$ cat src/rtl/t_ram_pkg.sv
// Shared definitions for the t_ram dual-port RAM family.
//   ram_state_t : controller states (INIT clear sweep, RUN normal access)
//   RD_LAT_*    : legal read-latency settings
//   FWD_*       : collision behaviour settings (old data vs forwarded write data)
package t_ram_pkg;

  typedef enum logic {
    ST_INIT = 1'b0,
    ST_RUN  = 1'b1
  } ram_state_t;

  localparam int RD_LAT_MIN = 1;
  localparam int RD_LAT_MAX = 2;

  localparam int FWD_OLD = 0;
  localparam int FWD_NEW = 1;

endpackage

$ cat src/rtl/t_ram_dp_if.sv
// Access bus of the dual-port RAM: one write port, one read port and status.
//   master : drives write/read requests, receives read data, valid and busy
//   slave  : the RAM side
interface t_ram_dp_if #(
  parameter int DW = 16,
  parameter int AW = 4
) ();

  logic            wr_en;
  logic [AW-1:0]   wr_addr;
  logic [DW-1:0]   wr_din;
  logic [DW/8-1:0] wr_be;
  logic            rd_en;
  logic [AW-1:0]   rd_addr;
  logic [DW-1:0]   rd_dout;
  logic            rd_valid;
  logic            init_busy;

  modport master (
    output wr_en, wr_addr, wr_din, wr_be, rd_en, rd_addr,
    input  rd_dout, rd_valid, init_busy
  );

  modport slave (
    input  wr_en, wr_addr, wr_din, wr_be, rd_en, rd_addr,
    output rd_dout, rd_valid, init_busy
  );

endinterface

$ cat src/rtl/t_ram_be_merge.sv
// Byte-enable merge: replaces the enabled bytes of old_word with new_word.
//   old_word : word currently stored
//   new_word : incoming write data
//   be       : byte enables, bit i selects bits [8i+7:8i]
//   merged   : resulting word
module t_ram_be_merge #(
  parameter int DW = 16
) (
  input  logic [DW-1:0]   old_word,
  input  logic [DW-1:0]   new_word,
  input  logic [DW/8-1:0] be,
  output logic [DW-1:0]   merged
);

  always_comb begin
    // NOTE: assigning the default before the loop keeps every bit driven on
    // every path, so no latch is inferred for disabled bytes.
    merged = old_word;
    for (int i = 0; i < DW / 8; i++) begin
      if (be[i]) merged[8*i +: 8] = new_word[8*i +: 8];
    end
  end

endmodule

$ cat src/rtl/t_ram_dp.sv
// Simple dual-port RAM with byte-enabled writes, a post-reset clear sweep,
// selectable read latency (1 or 2) and optional write-to-read forwarding.
//   clk     : single clock, rising edge
//   sys_rst : synchronous active-high reset, highest priority
//   bus     : t_ram_dp_if slave port (write/read requests, rd_dout,
//             rd_valid, init_busy)
module t_ram_dp
  import t_ram_pkg::*;
#(
  parameter int DW     = 16,
  parameter int AW     = 4,
  parameter int RD_LAT = 1,
  parameter int FWD    = 1
) (
  input logic        clk,
  input logic        sys_rst,
  t_ram_dp_if.slave  bus
);

  localparam int DEPTH  = 2 ** AW;
  localparam bit FWD_ON = (FWD == FWD_NEW);

  ram_state_t    state;
  ram_state_t    state_nxt;
  logic [AW-1:0] clr_cnt;
  logic          wr_go;
  logic          rd_go;

  // ---------------------------------------------------------------------
  // Controller: INIT clears one word per cycle, then RUN serves requests.
  // ---------------------------------------------------------------------
  always_ff @(posedge clk) begin
    // NOTE: registers are updated with non-blocking assignments so every
    // flop samples the pre-edge values regardless of statement order.
    if (sys_rst) begin
      state   <= ST_INIT;
      clr_cnt <= '0;
    end else begin
      state <= state_nxt;
      if (state == ST_INIT) clr_cnt <= clr_cnt + 1'b1;
    end
  end

  always_comb begin
    state_nxt = state;
    wr_go     = 1'b0;
    rd_go     = 1'b0;
    case (state)
      ST_INIT: begin
        // Last word of the sweep is written this cycle.
        if (clr_cnt == {AW{1'b1}}) state_nxt = ST_RUN;
      end
      ST_RUN: begin
        wr_go = bus.wr_en;
        rd_go = bus.rd_en;
      end
    endcase
  end

  assign bus.init_busy = (state == ST_INIT);

  // ---------------------------------------------------------------------
  // Storage and write path
  // ---------------------------------------------------------------------
  logic [DW-1:0] mem [DEPTH];
  logic [DW-1:0] wr_word;

  // The merged word doubles as the forwarded read word on a collision,
  // because the old word at wr_addr is then the old word at rd_addr.
  t_ram_be_merge #(.DW(DW)) u_merge (
    .old_word (mem[bus.wr_addr]),
    .new_word (bus.wr_din),
    .be       (bus.wr_be),
    .merged   (wr_word)
  );

  // NOTE: the array itself is never reset; the INIT sweep zeroes it, which
  // keeps it mappable onto RAM macros.
  always_ff @(posedge clk) begin
    if (!sys_rst) begin
      if (state == ST_INIT)  mem[clr_cnt]     <= '0;
      else if (wr_go)        mem[bus.wr_addr] <= wr_word;
    end
  end

  // ---------------------------------------------------------------------
  // Read path: first register stage always present.
  // ---------------------------------------------------------------------
  logic          collide;
  logic [DW-1:0] rd_word;
  logic          s1_valid;
  logic [DW-1:0] s1_data;

  assign collide = wr_go && rd_go && (bus.wr_addr == bus.rd_addr);
  assign rd_word = (FWD_ON && collide) ? wr_word : mem[bus.rd_addr];

  always_ff @(posedge clk) begin
    if (sys_rst) begin
      s1_valid <= 1'b0;
      s1_data  <= '0;
    end else begin
      s1_valid <= rd_go;
      if (rd_go) s1_data <= rd_word;   // hold last value otherwise
    end
  end

  if (RD_LAT == RD_LAT_MAX) begin : g_lat2
    logic          s2_valid;
    logic [DW-1:0] s2_data;

    always_ff @(posedge clk) begin
      if (sys_rst) begin
        s2_valid <= 1'b0;
        s2_data  <= '0;
      end else begin
        s2_valid <= s1_valid;
        if (s1_valid) s2_data <= s1_data;
      end
    end

    assign bus.rd_valid = s2_valid;
    assign bus.rd_dout  = s2_data;
  end else begin : g_lat1
    assign bus.rd_valid = s1_valid;
    assign bus.rd_dout  = s1_data;
  end

endmodule

$ cat src/flat_wrapper.sv
// flat-port wrapper written by rule: the top's interface ports become plain ports
module t_ram_dp_flat import t_ram_pkg::*;
#(
  parameter int DW     = 16,
  parameter int AW     = 4,
  parameter int RD_LAT = 1,
  parameter int FWD    = 1
)
  (clk, sys_rst, bus_wr_en, bus_wr_addr, bus_wr_din, bus_wr_be, bus_rd_en, bus_rd_addr, bus_rd_dout, bus_rd_valid, bus_init_busy);
  t_ram_dp_if #(.DW(DW), .AW(AW)) bus_i ();
  input logic clk;
  input logic sys_rst;
  input wire logic [$bits(bus_i.wr_en)-1:0] bus_wr_en;
  input wire logic [$bits(bus_i.wr_addr)-1:0] bus_wr_addr;
  input wire logic [$bits(bus_i.wr_din)-1:0] bus_wr_din;
  input wire logic [$bits(bus_i.wr_be)-1:0] bus_wr_be;
  input wire logic [$bits(bus_i.rd_en)-1:0] bus_rd_en;
  input wire logic [$bits(bus_i.rd_addr)-1:0] bus_rd_addr;
  output wire logic [$bits(bus_i.rd_dout)-1:0] bus_rd_dout;
  output wire logic [$bits(bus_i.rd_valid)-1:0] bus_rd_valid;
  output wire logic [$bits(bus_i.init_busy)-1:0] bus_init_busy;
  assign bus_i.wr_en = bus_wr_en;
  assign bus_i.wr_addr = bus_wr_addr;
  assign bus_i.wr_din = bus_wr_din;
  assign bus_i.wr_be = bus_wr_be;
  assign bus_i.rd_en = bus_rd_en;
  assign bus_i.rd_addr = bus_rd_addr;
  assign bus_rd_dout = bus_i.rd_dout;
  assign bus_rd_valid = bus_i.rd_valid;
  assign bus_init_busy = bus_i.init_busy;
  t_ram_dp #(.DW(DW), .AW(AW), .RD_LAT(RD_LAT), .FWD(FWD)) u_core (.clk(clk), .sys_rst(sys_rst), .bus(bus_i));
endmodule
$ cat config.mk
export PLATFORM = sky130hd
export DESIGN_NAME = t_ram_dp_flat
export DESIGN_NICKNAME = d
export VERILOG_FILES = /design/src/rtl/t_ram_pkg.sv /design/src/rtl/t_ram_dp_if.sv /design/src/rtl/t_ram_be_merge.sv /design/src/rtl/t_ram_dp.sv /design/src/flat_wrapper.sv
export SDC_FILE = /design/constraint.sdc
export NUM_CORES = 1
export LEC_CHECK = 0
export ABC_AREA = 1
export BUFFER_PORTS_ARGS = -buffer_cell sky130_fd_sc_hd__buf_4
export CAP_MARGIN = 20
export CORE_AREA = 2 2 294 209
export DETAILED_ROUTE_END_ITERATION = 7
export DIE_AREA = 0 0 296 211
export HOLD_SLACK_MARGIN = 0.03
export MAX_ROUTING_LAYER = met4
export SYNTH_ARGS = -nofsm -noshare
export SYNTH_HDL_FRONTEND = slang
export SYNTH_SLANG_ARGS = --single-unit
$ cat constraint.sdc
create_clock -name clk -period 2.5 [get_ports clk]
set_input_delay 0.125 -clock clk [delete_from_list [all_inputs] [get_ports clk]]
set_output_delay 0.125 -clock clk [all_outputs]
set_load 0.01 [all_outputs]
# Yosys cells after proc, flatten, opt, wreduce, memory -nomap -nowiden
# Memory sizes are Yosys's and may differ from the RTL's. A register that Yosys moved wholly into a read port is not among the register bits.
# Cells that the tools add are included.
# Widths: inputs -> output; s select.
# totals
register_bits	6
ramBits	256
word_cells	24
output_inout_bits	18
n_memories	1
# memory_table
memory	words	width	read_ports	rd_clocked_by_memory_dff	wr	line_no	rtl
u_core.mem	16	16	2	1	1	t_ram_dp.sv:65	logic [DW-1:0] mem [DEPTH];
# op_classes
reduce_logical	1
n_eq_ne	1
add_sub_neg	1
n_bitwise	1
mux	16
# ops
op	count
$mux 16	1
$mux 8	2
$reduce_or 16->1	1
$mux 1	12
$add 4x1->4 const B	1
$eq 4x4->1 const B	1
$mux 4	1
$not 1->1	1

# Longest topological paths before layout
# Gate-level depths: netlist (run 1).
# depth
ltp_word	7
ltp_mapped	14
mapped_depth_nobuf	12

# Hierarchy
# Synthesis (run 1) repeated with hierarchy kept, for this count alone.
# hier_totals
cells_unflattened	1503
area_unflattened_um2	14015.9
# modules_own_cells
module	area_per_inst_um2	instances	cells_each
t_ram_dp	13805.7	1	1451
t_ram_be_merge	210.2	1	52

# Least setup slack after synthesis (run 1)
# Ideal clock, no wire load.
# synth_timing
path_type	register to register
startpoint	reg u_core.state
endpoint	mem u_core.mem[4][0] (enable)
synth_period_minus_slack_ps	2346
arrival_ps	1958
n_path_buf	3
required_ps	2112
stages_incl_launch_ff	9
setup_time_ps	388
setup_slack_ps	154
cell_sequence	dfxtp_1 buf_4 nand3_4 buf_6 clkbuf_1 nand2_1 o21ai_0 nand3_1 nor2_1
# synth_between
elab_chain_len	7
# synth_lines
element	line_no	rtl
from (decl)	t_ram_dp.sv:23	ram_state_t state;
from (signal assigned)	t_ram_dp.sv:39	state <= state_nxt;
$mux 1	t_ram_dp.sv:48	case (state)
$mux 1	t_ram_dp.sv:82	else if (wr_go) mem[bus.wr_addr] <= wr_word;
$mux 1	t_ram_dp.sv:81	if (state == ST_INIT) mem[clr_cnt] <= '0;
$mux 1	t_ram_dp.sv:80	if (!sys_rst) begin
$mux 1 (implied by the code)	t_ram_dp.sv:82	
$reduce_or 16->1 (no line)	-	
$mux 4 (no line) or $mux 1 (tied branches)	-	
to (decl)	t_ram_dp.sv:65	
# Parallel ways exist; a longest one is shown, timed or not.

# Worst setup path in the final report (run 1)
# layout_timing
startpoint	reg u_core.state
endpoint	mem u_core.mem[13][1] (enable)
# The elaborated chain is that of the path after synthesis.

==> results of run 1 <==
## metrics by stage
stage                     hold slack, ns  cell area, sq um  util [%]  total power (W)
final                            0.08517             17680     29.72          0.01128
after global routing              0.1004             17680     29.72          0.01160
after CTS                        0.06139             17680     29.71          0.01131
after detailed placement          0.3779             16520     27.77         0.006195
after global placement            0.3777             16520     27.77         0.006191
after floorplan                   0.3190             14720         -         0.005796
## cells by family (layout without fill, tap and decap cells)
kind of cell / after synthesis / count (layout) / share of synthesized area, %
simple gates: 1246 / 1246 / 34.93
flops: 278 / 278 / 55.22
buf+inv: 262 / 327 / 7.310
compound gates: 59 / 59 / 2.457
fa+ha+maj: 1 / 1 / 0.08499
## worst paths after layout
path	cells after the start	slack, ns	end	startpoint
hold / removal	4	0.09	u_core.bus.rd_valid$_SDFF_PP0_	bus_rd_en
setup reg to reg	8	0.15	u_core.mem[13][1]$_DFFE_PP_	u_core.state$_SDFF_PP0_
hold reg to reg	2	0.47	u_core.bus.rd_dout[13]$_SDFFE_PP0P_	u_core.bus.rd_dout[13]$_SDFFE_PP0P_
setup / recovery	8	0.15	u_core.mem[13][1]$_DFFE_PP_	u_core.state$_SDFF_PP0_
## Yosys cell counts
library cell	instances
nand3_2	1
nand2_1	853
clkinv_1	1
nand3_4	1
edfxtp_1	256
nand2_4	1
buf_1	28
nand3_1	329
inv_2	3
nand2_2	4
a21oi_2	6
clkbuf_1	30
o21ai_2	1
nand4_1	3
nor2_2	3
o211ai_1	16
inv_1	143
buf_6	3
dfxtp_1	22
buf_2	53
o21ai_0	5
a21oi_1	31
buf_4	1
nor2_1	51
ha_1	1
## power groups by stage
stage	registers, W	clock network (W)	logic (W)
after floorplan	0.00518	0	0.000616
after global placement	0.00519	0	0.00101
after detailed placement	0.00519	0	0.00101
after CTS	0.00509	0.00521	0.00102
after global routing	0.00509	0.00539	0.00112
final	0.00509	0.00514	0.00104
## layout make-up
class / instances / share of cell area, %
sequential: 278 / 45.96
multi-input combinational: 1306 / 31.44
timing repair buffer: 124 / 7.260
tap: 808 / 5.717
clock buffer: 30 / 4.245
inverter: 147 / 3.135
clock inverter: 26 / 2.236
## worst max-delay path, delay by kind of cell, from the launching register on
| family | cells | cell delay [ns] |
|---|---|---|
| flops | 1 | 0.45 |
| buf+inv | 3 | 0.55 |
| simple gates | 5 | 1.06 |
## registers in the layout (all words and copies together) (netlist names)
signal,cells
u_core.bus.rd_dout,16
u_core.bus.rd_valid,1
u_core.clr_cnt,4
u_core.mem,256
u_core.state,1
## cells in the final DEF, fill, tap and decap left out
master / n
buf_4: 95
nor2_4: 1
clkinv_8: 1
dfxtp_1: 22
nand3_2: 1
clkinv_2: 8
o21ai_0: 5
clkinvlp_4: 4
nand3_1: 329
nand2_4: 1
nand4_1: 3
dlygate4sd3_1: 1
inv_1: 140
nand2_2: 4
o211ai_1: 16
edfxtp_1: 256
bufinv_16: 10
a21oi_2: 6
inv_2: 4
clkbuf_16: 30
nor2_1: 35
o21ai_2: 1
nand2_1: 853
nand3_4: 1
ha_1: 1
clkinv_1: 6
a21oi_1: 31
nor2_2: 18
buf_12: 28
## timing repair
action                                 4_1_cts  5_1_grt
endpoints found under the hold margin       22        0
resized for setup                            0        1
setup endpoints to repair                    0        6
hold buffers                                 1        0
## routing by layer
metal  wire, um  vias up  GRT usage, %
li1           -     6081             -
met1      22000     6272         23.78
met2      20760      813         22.81
met3       5937      118         3.209
met4       1392        0         4.528
met5          0        -             -
==> out/summary.txt, run 1 <==
outcome -> completed
share of synthesized area occupied by flip-flops and latches -> 55.22%
worst-case clock buffer depth -> 3
most area-hungry cell type in the Yosys netlist -> edfxtp_1
Leak -> 7.463 nW
Worst Hold Class -> in2reg
Int Pwr -> 0.008591 W
cell count after placement -> 2,662
global-route congestion overflow total -> 0
Slowest Stage Delay on Critical Path -> 0.51 ns
Yosys Warn Count -> 0
clock latency reported for the late side of the worst-skew pair -> 0.58 ns
fillcell total -> 6,185
number of remaining DRC errors -> 0
htree depth -> 1
Hold Fails Final Rpt -> 0
flip-flop and latch count after synthesis -> 278
arrival time of the worst setup path -> 2.64 ns
number of global-route vias before repair -> 12,260
series of cell instances along the critical path -> nand3_4 > nand2_1 > nand2_1 > inv_1 > nand2_1 > buf_4 > nor2_2 > buf_12
number of standard cells in the final layout excluding fillers -> 2,719
highest ir drop seen on vdd -> 516.3 uV
Max-Slew Margin vs Limit -> 52.51%
GRT Total Usage -> 16.32%
average instance area after synthesis -> 7.974 sq um
Final nets -> 1,918
standard-cell rows -> 75
routability congestion estimate from global placement -> 0.9202
post-layout worst setup margin -> 0.1453 ns
Crit-path slowest cell -> nor2_2
switching power summed over all nets -> 0.002685 W
total of max-cap violations -> 0
fraction of post-synthesis cell area in the top cell type by area -> 52.23%
area enclosed by the die boundary -> 62,460 sq um
Setup Total Neg Slack -> 0 ns
area of the mapped netlist -> 14,720 sq um
Clk network pwr share -> 45.6%
maximum fanout encountered on the critical timing path -> 10
CP required -> 2.78 ns
vias per cell -> 4.886
total I/O pin count -> 48
placement-stage worst setup slack -> 0.1514 ns
number of antenna violations at the first check in global routing -> 0
unrepaired setup endpoints after global routing -> false
routed length per instance -> 18.42 um
final critical-path share of the clock period -> 94.19%
proportion of power drawn by combinational gates -> 9.2%
Synthesized Nets -> 1,877
total core area -> 59,490 sq um
maximum number of pins on one net before global-route repair -> 130
number of instances in the synthesized netlist -> 1,846
top cells by area in the synthesized netlist -> edfxtp_1 52%, nand2_1 22%, nand3_1 11%
Critical Setup Path Class -> reg2reg
final max-slew violation count -> 0
number of nets with antenna violations after detailed routing -> 0
sequential cell fraction of total power -> 45.1%
total detailed-routing wirelength -> 50,090 um
Chip Height -> 211 um
total area of multi-input combinational cells -> 5560 sq um
area used by sequential logic in the layout -> 8128 sq um
Area growth, synth to finish -> 20.14%
number of distinct library cells after synthesis -> 25
Worst Setup Start Kind -> flip-flop
fmax -> 424.7 MHz
count of TritonRoute iterations in the first routing pass -> 6
Clock Skews -> 0.01393 ns
setup violators final -> 0
first-pass GRT wire length -> 75,220 um
Horiz. Die Dim -> 296 um
clock transition at the registers of the reported paths -> 0.06 ns
CP Capture Type -> flip-flop
total half-perimeter wirelength after legalization and detailed placement -> 30,200 um
initial DRC count -> 1,831
antenna diode instance count -> 0
post-layout minimum cycle time -> 2.355 ns
TritonCTS buffer count -> 30
clock tree from TritonCTS -> yes
number of input and output port buffers inserted -> 47
DR vias -> 13,280
CTS sink cnt -> 278
Power per Cell Area -> 637.6 nW/um^2
cell mode on critical path -> nand2_1
starting density of the core -> 24.74%
fraction of final layout cells sized beyond drive strength 1 -> 11.15%
Root Buffer -> clkbuf_16
proportion of total power due to net switching -> 23.81%
actual slew at the worst max-slew pin -> 0.7123 ns
count of buffers added by post-CTS timing repair for setup -> 0
(Power assumes the default switching activity.)
==> run 2, diff against run 1 <==
ABC_AREA = 0   (was 1)
CORE_AREA = 2 2 277 197   (was 2 2 294 209)
DIE_AREA = 0 0 279 199   (was 0 0 296 211)
==> out/summary.txt, run 2 <==
Hold Buf Count CTS -> 3 (+2)
GRT Total Usage -> 14.48% (-1.8 points)
Chip Height -> 199 um (-5.7%)
final max-slew violation count -> 0 (unchanged)
post-layout minimum cycle time -> 2.214 ns (-0.1410 ns)
total of max-cap violations -> 0 (unchanged)
Critical Setup Path Class -> reg2reg
number of distinct library cells after synthesis -> 40 (+60%)
outcome -> completed
number of nets with antenna violations after detailed routing -> 0 (unchanged)
Leak -> 5.662 nW (-24%)
global-route congestion overflow total -> 0 (unchanged)
standard-cell rows -> 71 (-5.3%)
actual slew at the worst max-slew pin -> 1.107 ns (+0.3951 ns)
TritonCTS buffer count -> 26 (-13%)
number of remaining DRC errors -> 0 (unchanged)
Setup Total Neg Slack -> 0 ns (unchanged)
Area growth, synth to finish -> 20.10% (about the same)
setup violators final -> 0 (unchanged)
Power per Cell Area -> 639.7 nW/um^2 (+0.32%)
total detailed-routing wirelength -> 39,820 um (-20%)
share of the synthesized area in compound gates (AO/OA/AOI/OAI) -> 7.738% (+5.3 points)
count of buffering cells on the critical path with inverters included -> 0 (-3)
most used standard cells in the synthesized netlist -> 256 x edfxtp_1, 100 x mux4_2, 54 x a22oi_1
total area of multi-input combinational cells -> 4669 sq um (-16%)
worst-case clock buffer depth -> 3 (unchanged)
Clock Skews -> 0.02515 ns (+0.01122 ns)
most common cell in the synthesized netlist -> edfxtp_1
routability congestion estimate from global placement -> 0.8279 (-10%)
Worst Hold Class -> in2reg
max reg flops -> 256 (unchanged)
area enclosed by the die boundary -> 55,520 sq um (-11%)
clock latency reported for the late side of the worst-skew pair -> 0.56 ns (-0.02 ns)
clock transition at the registers of the reported paths -> 0.07 ns (about the same)
total half-perimeter wirelength after legalization and detailed placement -> 25,970 um (-14%)
initial DRC count -> 957 (-48%)
maximum fanout encountered on the critical timing path -> 16 (+6)
top library cells by usage in the layout, fill and taps aside -> 256 x edfxtp_1, 121 x buf_4, 100 x mux4_2
Slowest Stage Delay on Critical Path -> 0.76 ns (+0.25 ns)
flip-flop and latch count after synthesis -> 278 (unchanged)
Synthesized Nets -> 777 (-59%)
largest register by flop count -> u_core.mem
share of synthesized area occupied by flip-flops and latches -> 62.06% (+6.8 points)
Synth Area in XOR/XNOR -> 0.6018% (+0.60 points)
share of flip-flops with an asynchronous set or reset after synthesis -> 0% (unchanged)
Crit path max-delay family -> simple AND/OR/NAND/NOR gates
fraction of final layout cells sized beyond drive strength 1 -> 38.69% (+28 points)
Post-synth top flop -> edfxtp_1
Root Buffer -> clkbuf_16
Max-Slew Margin vs Limit -> 26.17% (-26 points)
most area-hungry cell type in the Yosys netlist -> edfxtp_1
clock tree from TritonCTS -> yes
number of input and output port buffers inserted -> 47 (unchanged)
commonest non-fill, non-tap cell in the layout -> edfxtp_1
DR vias -> 8,029 (-40%)
total I/O pin count -> 48 (unchanged)
Horiz. Die Dim -> 279 um (-5.7%)
total of cells resized after clock tree synthesis -> 0 (unchanged)
cell count after placement -> 1,503 (-44%)
vias per cell -> 5.134 (+5.1%)
share of synthesized cell area in and, or, nand and nor gates -> 3.038% (-32 points)
number of global-route vias before repair -> 7,859 (-36%)
final critical-path share of the clock period -> 88.55% (-5.6 points)
Final nets -> 883 (-54%)
Worst Setup Start Kind -> flip-flop
htree depth -> 1 (unchanged)
total core area -> 53,030 sq um (-11%)
Yosys Warn Count -> 0 (unchanged)
CP Capture Type -> flip-flop
number of antenna violations at the first check in global routing -> 0 (unchanged)
routed length per instance -> 25.46 um (+38%)
adder-cell share of the synthesized area -> 0.09553% (+0.011 points)
arrival time of the worst setup path -> 2.42 ns (-0.22 ns)
first-pass GRT wire length -> 56,290 um (-25%)
fraction of post-synthesis cell area in the top cell type by area -> 58.69% (+6.5 points)
largest family of logic cells by synthesized area -> multiplexers
top cells by area in the synthesized netlist -> edfxtp_1 59%, mux4_2 17%, mux2_2 4.0%
Hold Fails Final Rpt -> 0 (unchanged)
average instance area after synthesis -> 17.56 sq um (+120%)
path length in cells of the critical path -> 5 (-3)
count of TritonRoute iterations in the first routing pass -> 5 (-1)
starting density of the core -> 24.70% (-0.044 points)
count of flip-flops with a built-in enable after synthesis -> 256 (unchanged)
antenna diode instance count -> 0 (unchanged)
CP required -> 2.71 ns (-0.07 ns)
number of stages on the worst hold path -> 3 (-1)
highest ir drop seen on vdd -> 456.4 uV (-12%)
Crit-path slowest cell -> nor2_1
count of buffers added by post-CTS timing repair for setup -> 0 (unchanged)
area of the mapped netlist -> 13,100 sq um (-11%)
cells on worst reg2reg path -> 5 (-3)
area used by sequential logic in the layout -> 8128 sq um (unchanged)
number of instances in the synthesized netlist -> 746 (-60%)
CTS sink cnt -> 278 (unchanged)
fmax -> 451.7 MHz (+6.4%)
maximum number of pins on one net before global-route repair -> 37 (-72%)
unrepaired setup endpoints after global routing -> false
multiplexer area fraction after synthesis -> 23.82% (+24 points)
series of cell instances along the critical path -> mux4_2 > mux2i_1 > a211oi_1 > a21oi_1 > nor2_1
fillcell total -> 5,158 (-17%)
number of standard cells in the final layout excluding fillers -> 1,564 (-42%)
-- run 2: changes by cell type in the layout (fill, tap and decap cells not counted), sizes merged, moves of 18 or more --
cell / change
nand2: -833
a21oi: -32
nor2: -25
o22ai: +18
nand3: -329
mux2i: +35
inv: -140
a22oi: +54
mux2: +46
mux4: +100
-- run 2: worst paths after layout --
| kind | to | slack, ns | from |
|---|---|---|---|
| max reg2reg | u_core.mem[5][2]$_DFFE_PP_ | 0.29 | u_core.mem[13][2]$_DFFE_PP_ |
| max | u_core.mem[5][2]$_DFFE_PP_ | 0.29 | u_core.mem[13][2]$_DFFE_PP_ |
| min reg2reg | u_core.bus.rd_dout[12]$_SDFFE_PP0P_ | 0.51 | u_core.bus.rd_dout[12]$_SDFFE_PP0P_ |
| min | u_core.mem[3][9]$_DFFE_PP_ | 0.09 | bus_wr_din[9] |
-- run 2: metrics by stage --
step	utilization (%)	worst slack (ns)	power [W]	cell area (sq um)	hold WS, ns
CTS	29.50	0.2865	0.01011	15650	0.07982
floorplan	-	0.3795	0.005682	13100	0.3429
finish	29.66	0.2863	0.01006	15730	0.08535
global route	29.66	0.1458	0.01033	15730	0.09524
global placement	27.80	0.1098	0.005972	14750	0.4231
detailed placement	27.80	0.08632	0.005978	14750	0.4220
-- run 2: layout make-up --
cell class,count,area share [%]
sequential,278,51.67
multi-input combinational,406,29.68
timing repair buffer,136,7.493
tap,693,5.512
clock buffer,36,4.574
clock inverter,11,0.9704
inverter,4,0.09545
-- run 2: routing by layer --
metal | vias up | track usage, % | part of all wire [%]
met3 | 66 | 3.888 | 8.5
met2 | 391 | 21.76 | 45
met4 | 0 | 3.246 | 2.3
met1 | 4206 | 19.59 | 45
met5 | - | - | 0
li1 | 3366 | - | -
-- run 2: power breakdown --
| group | internal, W | switching (W) |
|---|---|---|
| Clock | 0.00242 | 0.00176 |
| Sequential | 0.00506 | 0.0000325 |
| Combinational | 0.000363 | 0.000428 |
| Total | 0.00784 | 0.00222 |
-- run 2: cells by family (layout without fill, tap and decap cells) --
| kind of cell | Yosys count | in the layout |
|---|---|---|
| flops | 278 | 278 |
| mux | 181 | 181 |
| compound gates | 132 | 132 |
| simple gates | 83 | 83 |
| xor+xnor | 9 | 9 |
| buf+inv | 62 | 187 |
| fa+ha+maj | 1 | 1 |
-- run 2: worst register-to-register path: cells and delay by family, from the launching register on --
kind | cells | cell delay (ns)
mux | 2 | 0.34
compound gates | 2 | 0.38
flops | 1 | 0.38
simple gates | 1 | 0.76
==> run 3, diff against run 2 <==
CORE_AREA = 2 2 280 199   (was 2 2 277 197)
DIE_AREA = 0 0 282 201   (was 0 0 279 199)
SYNTH_HIERARCHICAL = 1   (was unset)
==> out/summary.txt, run 3 <==
outcome -> completed
total I/O pin count -> 48 (unchanged)
number of global-route vias before repair -> 7,685 (-2.2%)
Synthesized Nets -> 743 (-4.4%)
maximum fanout encountered on the critical timing path -> 12 (-4)
most area-hungry cell type in the Yosys netlist -> edfxtp_1
sequential cell fraction of total power -> 50.5% (about the same)
number of distinct library cells after synthesis -> 37 (-7.5%)
share of flip-flops with an asynchronous set or reset after synthesis -> 0% (unchanged)
Worst R2R Setup Slack -> 0.13 ns (-0.16 ns)
proportion of power drawn by combinational gates -> 8.3% (+0.4 points)
CTS sink cnt -> 278 (unchanged)
Power per Cell Area -> 633.6 nW/um^2 (-0.95%)
number of nets with antenna violations after detailed routing -> 0 (unchanged)
Int Pwr -> 0.007854 W (+0.11%)
most common cell in the synthesized netlist -> edfxtp_1
number of standard cells in the final layout excluding fillers -> 1,557 (-0.45%)
total power -> 0.01008 W (+0.22%)
actual slew at the worst max-slew pin -> 0.8378 ns (-0.2697 ns)
number of stages on the worst hold path -> 5 (+2)
largest register by flop count -> u_core/mem
arrival time of the worst setup path -> 2.60 ns (+0.18 ns)
proportion of total power due to net switching -> 22.12% (+0.086 points)
fraction of post-synthesis cell area in the top cell type by area -> 57.52% (-1.2 points)
Horiz. Die Dim -> 282 um (+1.1%)
HP Start -> bus_rd_en
switching power summed over all nets -> 0.002231 W (+0.62%)
final max-slew violation count -> 0 (unchanged)
Crit path max-delay family -> simple AND/OR/NAND/NOR gates
highest ir drop seen on vdd -> 432.4 uV (-5.3%)
max reg flops -> 256 (unchanged)
fillcell total -> 5,282 (+2.4%)
standard-cell rows -> 72 (+1.4%)
flip-flop and latch count after synthesis -> 278 (unchanged)
Max-Slew Margin vs Limit -> 44.09% (+18 points)
number of instances in the synthesized netlist -> 712 (-4.6%)
count of buffers added by post-CTS timing repair for setup -> 0 (unchanged)
total half-perimeter wirelength after legalization and detailed placement -> 23,530 um (-9.4%)
count of TritonRoute iterations in the first routing pass -> 5 (unchanged)
capture instance of the worst register-to-register path -> u_core/mem[5][2]$_DFFE_PP_
Yosys Warn Count -> 6 (+6)
commonest non-fill, non-tap cell in the layout -> edfxtp_1
total of max-cap violations -> 0 (unchanged)
Root Buffer -> clkbuf_16
maximum number of pins on one net before global-route repair -> 37 (unchanged)
number of remaining DRC errors -> 0 (unchanged)
cells on worst reg2reg path -> 6 (+1)
GRT Total Usage -> 13.49% (-0.99 points)
count of flip-flops with a built-in enable after synthesis -> 256 (unchanged)
Post-synth top flop -> edfxtp_1
series of cell instances along the critical path -> and3b_1 > buf_4 > mux2i_1 > nand2_1 > nor2_2 > buf_4
Final nets -> 826 (-6.5%)
total of cells resized after clock tree synthesis -> 0 (unchanged)
top cells by area in the synthesized netlist -> edfxtp_1 58%, mux4_2 24%, dfxtp_1 3.3%
Hold Buf Count CTS -> 1 (-2)
worst-case clock buffer depth -> 3 (unchanged)
reg2reg start -> u_core/state$_SDFF_PP0_
routability congestion estimate from global placement -> 0.8022 (-3.1%)
Hold Fails Final Rpt -> 0 (unchanged)
antenna diode instance count -> 0 (unchanged)
vias per cell -> 4.833 (-5.9%)
total detailed-routing wirelength -> 37,120 um (-6.8%)
top library cells by usage in the layout, fill and taps aside -> 256 x edfxtp_1, 144 x mux4_2, 99 x buf_4
htree depth -> 1 (unchanged)
count of buffering cells on the critical path with inverters included -> 2 (+2)
most used standard cells in the synthesized netlist -> 256 x edfxtp_1, 144 x mux4_2, 55 x nand2_1
Critical Setup Path Class -> reg2reg
area enclosed by the die boundary -> 56,680 sq um (+2.1%)
DR vias -> 7,525 (-6.3%)
area of the mapped netlist -> 13,370 sq um (+2.0%)
Chip Height -> 201 um (+1.0%)
Worst Setup Start Kind -> flip-flop
routed length per instance -> 23.84 um (-6.4%)
starting density of the core -> 24.60% (-0.092 points)
utilization after layout -> 29.30% (-0.36 points)
number of input and output port buffers inserted -> 47 (unchanged)
average instance area after synthesis -> 18.77 sq um (+6.9%)
global-route congestion overflow total -> 0 (unchanged)
cell mode on critical path -> buf_4
setup violators final -> 0 (unchanged)
unrepaired setup endpoints after global routing -> false
final critical-path share of the clock period -> 94.96% (+6.4 points)
fraction of final layout cells sized beyond drive strength 1 -> 42.11% (+3.4 points)
Slowest Stage Delay on Critical Path -> 0.46 ns (-0.30 ns)
number of antenna violations at the first check in global routing -> 0 (unchanged)
total core area -> 54,320 sq um (+2.4%)
fmax -> 421.2 MHz (-6.8%)
initial DRC count -> 753 (-21%)
Clock Skews -> 0.02439 ns (-0.0007620 ns)
Leak -> 5.512 nW (-2.7%)
clock transition at the registers of the reported paths -> 0.06 ns (about the same)
hold-critical path endpoint -> u_core/bus.rd_dout[12]$_SDFFE_PP0P_
CP Capture Type -> flip-flop
first-pass GRT wire length -> 53,760 um (-4.5%)
TritonCTS buffer count -> 28 (+7.7%)
Clk network pwr share -> 41.3% (-0.2 points)
cell count after placement -> 1,504 (+0.067%)
Area growth, synth to finish -> 19.09%
crit path from -> u_core/state$_SDFF_PP0_
share of synthesized area occupied by flip-flops and latches -> 60.81% (-1.2 points)
Crit-path slowest cell -> dfxtp_1
clock tree from TritonCTS -> yes
Worst Hold Class -> in2reg
CP required -> 2.73 ns (+0.02 ns)
clock latency reported for the late side of the worst-skew pair -> 0.57 ns (about the same)
post-layout minimum cycle time -> 2.374 ns (+0.1603 ns)
## run 3: cell count changes in the layout (fill, tap and decap cells not counted), sizes merged, moves of 15 or more
cell     delta
a22oi      -54
mux4       +44
a32oi      -16
o2111ai    +15
o22ai      -17
a211o      +15
nand2      +30
o211ai     +17
buf        -22
mux2       -29
and2       +15
## run 3: cells by family after synthesis
logic type / synth area share [%]
AO/OA/AOI/OAI: 3.866
XOR/XNOR: 0.7115
adder cells (fa/ha/maj): 0.09360
buffers and inverters: 2.556
flip-flops: 60.81
multiplexers: 27.81
AND/OR/NAND/NOR: 4.147
## run 3: how the worst max path moves through the flow
stage                                                to  cells after the start
floorplan            u_core/bus.rd_dout[7]$_SDFFE_PP0P_                      9
global placement    u_core/bus.rd_dout[14]$_SDFFE_PP0P_                      8
detailed placement   u_core/bus.rd_dout[3]$_SDFFE_PP0P_                      8
CTS                  u_core/bus.rd_dout[5]$_SDFFE_PP0P_                      6
global route         u_core/bus.rd_dout[5]$_SDFFE_PP0P_                      7
finish                       u_core/mem[5][2]$_DFFE_PP_                      6
## run 3: stage by stage
step                setup TNS (ns)  instance area [sq um]  setup WS [ns]  hold WS [ns]
floorplan                        0                  13370        0.01243        0.4284
global placement            -4.442                  14990       -0.09157        0.3963
detailed placement          -12.76                  14990        -0.1667        0.3997
CTS                              0                  15920         0.1419        0.1507
global route                     0                  15920       0.003880        0.1685
finish                           0                  15920         0.1259        0.1755
## run 3: metal layers
metal	wire [um]	vias to the layer above	global-route usage [%]
li1	-	3154	-
met1	15550	4006	17.90
met2	18070	319	21.21
met3	2766	46	2.945
met4	738	0	2.926
met5	0	-	-
## run 3: layout make-up
class / count / area (sq um) / area share (%)
tap: 740 / 925.9 / 5.817
clock inverter: 11 / 132.6 / 0.8333
timing repair buffer: 112 / 993.5 / 6.242
sequential: 278 / 8128 / 51.07
inverter: 4 / 15.01 / 0.09433
clock buffer: 41 / 779.5 / 4.897
multi-input combinational: 371 / 4942 / 31.05
## run 3: power groups by stage
stage	logic [W]	registers, W	clock network, W
2_1_floorplan	0.000547	0.00518	0
3_3_place_gp	0.000836	0.00519	0
3_5_place_dp	0.000840	0.00519	0
4_1_cts	0.000844	0.00509	0.00425
5_1_grt	0.000883	0.00509	0.00444
6_report	0.000835	0.00509	0.00416
## run 3: worst register-to-register path: cells and delay by family (launching register included)
family                 cells  cell delay, ns
buffers and inverters      2            0.62
flip-flops                 1            0.46
AND/OR/NAND/NOR            3            0.70
multiplexers               1            0.26
